File: src/rtl/pulse_train_gen.sv
// Square-wave burst/continuous pulse generator: emits N full pulses (or a train
// until stopped) at a programmable half-period, with busy/done/sent status.
module pulse_train_gen #(
  parameter int WIDTH = 16
) (
  input  logic             i_clk,
  input  logic             i_reset,
  input  logic             i_start,
  input  logic             i_cont,
  input  logic             i_stop,
  input  logic [WIDTH-1:0] i_half_period,
  input  logic [WIDTH-1:0] i_n_pulses,
  output logic             o_pulse_out,
  output logic             o_busy,
  output logic             o_done,
  output logic [WIDTH-1:0] o_sent
);

  typedef enum logic [1:0] {S_IDLE, S_HIGH, S_LOW, S_FIN} state_t;

  state_t           r_state, w_state_nxt;
  logic [WIDTH-1:0] r_hp, r_np, r_phase, r_sent;
  logic             r_cont, r_stop_pend;
  logic             r_pulse, r_busy, r_done;

  logic [WIDTH-1:0] w_hp_eff, w_phase_nxt, w_sent_nxt;
  logic             w_phase_end, w_last;

  assign w_hp_eff    = (i_half_period == '0) ? WIDTH'(1) : i_half_period;
  assign w_phase_end = (r_phase == '0);
  // A stop arriving in the final LOW cycle still ends the train on this pulse.
  assign w_last      = r_cont ? (r_stop_pend | i_stop) : (r_sent == r_np);

  always_comb begin
    w_state_nxt = r_state;
    w_phase_nxt = r_phase;
    w_sent_nxt  = r_sent;
    unique case (r_state)
      S_IDLE: begin
        if (i_start) begin
          w_sent_nxt = '0;
          if (i_n_pulses == '0 && !i_cont) begin
            w_state_nxt = S_FIN;
          end else begin
            w_state_nxt = S_HIGH;
            w_phase_nxt = w_hp_eff - WIDTH'(1);
            w_sent_nxt  = WIDTH'(1);
          end
        end
      end
      S_HIGH: begin
        w_phase_nxt = r_phase - WIDTH'(1);
        if (w_phase_end) begin
          w_state_nxt = S_LOW;
          w_phase_nxt = r_hp - WIDTH'(1);
        end
      end
      S_LOW: begin
        w_phase_nxt = r_phase - WIDTH'(1);
        if (w_phase_end) begin
          if (w_last) begin
            w_state_nxt = S_FIN;
            w_phase_nxt = '0;
          end else begin
            w_state_nxt = S_HIGH;
            w_phase_nxt = r_hp - WIDTH'(1);
            // sent tracks rising edges as they appear on the pin
            w_sent_nxt  = r_sent + WIDTH'(1);
          end
        end
      end
      S_FIN:   w_state_nxt = S_IDLE;
      default: w_state_nxt = S_IDLE;
    endcase
  end

  always_ff @(posedge i_clk) begin
    if (i_reset) begin
      r_state     <= S_IDLE;
      r_phase     <= '0;
      r_sent      <= '0;
      r_hp        <= '0;
      r_np        <= '0;
      r_cont      <= 1'b0;
      r_stop_pend <= 1'b0;
      r_pulse     <= 1'b0;
      r_busy      <= 1'b0;
      r_done      <= 1'b0;
    end else begin
      r_state <= w_state_nxt;
      r_phase <= w_phase_nxt;
      r_sent  <= w_sent_nxt;
      r_pulse <= (w_state_nxt == S_HIGH);
      r_busy  <= (w_state_nxt == S_HIGH) || (w_state_nxt == S_LOW);
      r_done  <= (w_state_nxt == S_FIN);
      if (r_state == S_IDLE && i_start) begin
        r_hp   <= w_hp_eff;
        r_np   <= i_n_pulses;
        r_cont <= i_cont;
      end
      if (r_state == S_IDLE)
        r_stop_pend <= 1'b0;
      else if ((r_state == S_HIGH || r_state == S_LOW) && r_cont && i_stop)
        r_stop_pend <= 1'b1;
    end
  end

  assign o_pulse_out = r_pulse;
  assign o_busy      = r_busy;
  assign o_done      = r_done;
  assign o_sent      = r_sent;

endmodule

File: config.mk
export PLATFORM = sky130hd
export DESIGN_NAME = pulse_train_gen
export DESIGN_NICKNAME = d
export VERILOG_FILES = /design/src/rtl/pulse_train_gen.sv
export SDC_FILE = /design/constraint.sdc
export NUM_CORES = 1
export LEC_CHECK = 0
export ABC_CLOCK_PERIOD_IN_PS = 2700
export CAP_MARGIN = 20
export CORE_UTILIZATION = 56
export DETAILED_ROUTE_END_ITERATION = 7
export PLACE_DENSITY = 0.81
export SETUP_SLACK_MARGIN = 0.1
export SLEW_MARGIN = 10
export SYNTH_ARGS = -nofsm -noshare
export SYNTH_HDL_FRONTEND = slang
export SYNTH_SLANG_ARGS = --single-unit
export TNS_END_PERCENT = 1
File: constraint.sdc
create_clock -name i_clk -period 2.7 [get_ports i_clk]
set_input_delay 0.405 -clock i_clk [delete_from_list [all_inputs] [get_ports i_clk]]
set_output_delay 0.405 -clock i_clk [all_outputs]
set_load 0.005 [all_outputs]
==> impl_metrics.tcl <==
set metrics [dict create \
    status "completed" \
    synth_common_cells "nand2_1, dfxtp_1, a21oi_1, nor2_1" \
    hold_buffers 0 \
    dp_hpwl_um 8460 \
    syn_to_final_growth_pct 25.6 \
    fillers 575 \
    drv_slew 0 \
    grt-ovfl-total 0 \
    critPathLaunchType "flip-flop" \
    crit_type "flip-flop to flip-flop" \
    fin_crit_ns 2.55 \
    cts_buffer_depth 2 \
    setup_viol 0 \
    clock_sinks 71 \
    synth_area_mm2 0.00422 \
    r2r_end "o_busy" \
    grt_usage 0.306 \
    grt_pass1_wl_um 18500 \
    initial_core_util 0.582 \
    fin_nets 678 \
    first_pass_iters 5 \
    power_leakage_uw 0.00206 \
    clock_skew_ns 0.00770 \
    grt_pass1_vias 3850 \
    cts_tree "yes" \
    synth.avg_cell_area_um2 7.65 \
    routed_wl_um 11400 \
    ir_worst_vdd_v 0.000547 \
    max_cap_violations 0 \
    cp.required_ns 2.90 \
    worstHoldPathType "flip-flop to flip-flop" \
    drt_iter0_drc 384 \
    die_y_um 88.9 \
    io_pins 56 \
    clkTransAtPathRegs_ns 0.08 \
    postCtsSetupBuffers 0 \
    drive_gt1_frac 0.124 \
    synth.most_common_cell "nand2_1" \
    worst_ep_arrival_time_ns 2.75 \
    antenna_cells 0 \
    drt.antenna.violating_nets 0 \
    synth_cell_types 54 \
    rr_startpoint "r_phase[0]" \
    gp_congestion 0.920 \
    fmax_mhz 393 \
    postLayoutCoreUtil 0.732 \
    wire_per_inst_um 15.5 \
    grt_max_degree 58 \
    hold_viol_final 0 \
    final.period_utilization 0.943 \
    async_reset_ff_frac 0 \
    via_per_inst 5.84 \
    die_area_mm2 0.00789 \
    insertion_delay_ns 0.34 \
    drc_errors 0 \
    yosys_register_bits 71 \
    seq_area_frac_synth 0.336 \
    syn_nets 600 \
    end_kind "flip-flop" \
    worstSetupEndpoint "o_busy" \
    power_uw 5100 \
    antenna_found_initial 0 \
    cts_made_buffers 9 \
    via_count 4285 \
    core_mm2 0.00725 \
    yosys.area.top_type "dfxtp_1" \
    power-per-cell-area_mw_per_mm2 960 \
    synth.area.top_cells "dfxtp_1, nand2_1, a21oi_1" \
    cts-root-buf "clkbuf_8" \
    synthFlopType "dfxtp_1" \
    tightest_slew_ns 0.883 \
    cts_resized 0 \
    die_w_um 88.9 \
    reg2reg_slack_ns 0.15 \
    h-tree-depth 3 \
    syn_inst 552 \
    port_buffers 55 \
    synth_edf_count 0 \
    critPathMaxFanout 5 \
    yosysWarnings 0 \
    worstSetupStartpoint "r_phase[0]" \
    maxSlewHeadroom 0.411 \
    synth_top_area_frac 0.336 \
    rsz0062_at_grt "true" \
    reg2regPathDepth 11 \
    rows 31 \
    totalNegativeSetupSlack_ns 0 \
]
## layer usage
metal,share of wire,routed length (um),GRT usage
met2,0.46,5250,0.481
met5,0,0,0
met1,0.46,5220,0.438
met3,0.068,779,0.0410
met4,0.011,123,0.0865
## registers in the layout (all words and copies together), names as in the netlist
name	cells
r_stop_pend	1
r_state	2
r_cont	1
o_busy	1
o_sent	16
o_done	1
r_phase	16
r_np	16
r_hp	16
o_pulse_out	1
## placed cells by master, fill, tap and decap left out, types with 3 or more instances in the layout
cell type	count
nand3_1	15
ha_1	10
and2_1	4
buf_4	42
or4_1	8
a211oi_1	9
o211ai_1	9
nor3_1	23
nand2_1	96
o21ai_0	23
xnor2_1	27
clkdlybuf4s50_1	54
o31ai_1	5
nor4_1	9
nor4_2	4
nor2b_1	4
clkbuf_8	10
or3_1	10
dfxtp_1	69
a31oi_1	5
a21oi_1	57
nand4_1	4
nand3b_1	4
a311oi_1	3
nor2_1	48
xor2_1	27
inv_1	12
and3_1	5
## kinds of logic after synthesis
kind of cell             count (synthesis)  share of synthesized area
buffers and inverters                   42                     0.0385
flip-flops                              71                      0.336
multiplexers                             1                    0.00237
XOR/XNOR                                54                      0.112
AND/OR/NAND/NOR                        250                      0.302
adder cells (fa/ha/maj)                 11                     0.0326
AO/OA/AOI/OAI                          123                      0.176
## worst max-delay path, stage by stage, from the launching register on
cell,delay (ns)
dfxtp_2,0.35
inv_1,0.08
ha_1,0.14
or4b_4,0.50
nor2_4,0.11
and3_4,0.19
o211ai_4,0.06
a211o_1,0.31
o211ai_1,0.16
inv_1,0.08
ha_1,0.28
nor2b_1,0.13
## final cells by class
cell class | count | area [um2] | area share
clock buffers | 10 | 138 | 0.0259
well taps | 99 | 124 | 0.0233
repair buffers | 97 | 861 | 0.162
flip-flops and latches | 71 | 1420 | 0.268
clock inverters | 6 | 68.8 | 0.0130
multi-input cells | 439 | 2650 | 0.499
inverters | 12 | 45.0 | 0.00849
## power breakdown
group,internal (uW),switching [uW]
clock,457,427
sequential,1300,301
combinational,1100,1510
## metrics by stage
stage / setup WS, ns / instance area, um2 / hold WS (ns) / cells
floorplan: 0.231 / 4220 / 0.445 / 552
global placement: -0.0772 / 5090 / 0.454 / 718
detailed placement: -0.185 / 5090 / 0.461 / 718
CTS: 0.137 / 5300 / 0.471 / 734
global route: 0.0326 / 5310 / 0.490 / 734
finish: 0.153 / 5310 / 0.470 / 734
## how the worst min path moves through the flow
stage | from | cells past startpoint | endpoint
5_1_grt | r_np[0] | 2 | r_np[0]
3_5_place_dp | r_np[0] | 2 | r_np[0]
3_3_place_gp | r_hp[15] | 2 | r_hp[15]
2_1_floorplan | r_hp[15] | 2 | r_hp[15]
6_report | r_np[0] | 2 | r_np[0]
4_1_cts | r_np[0] | 2 | r_np[0]
(Power assumes the default switching activity.)
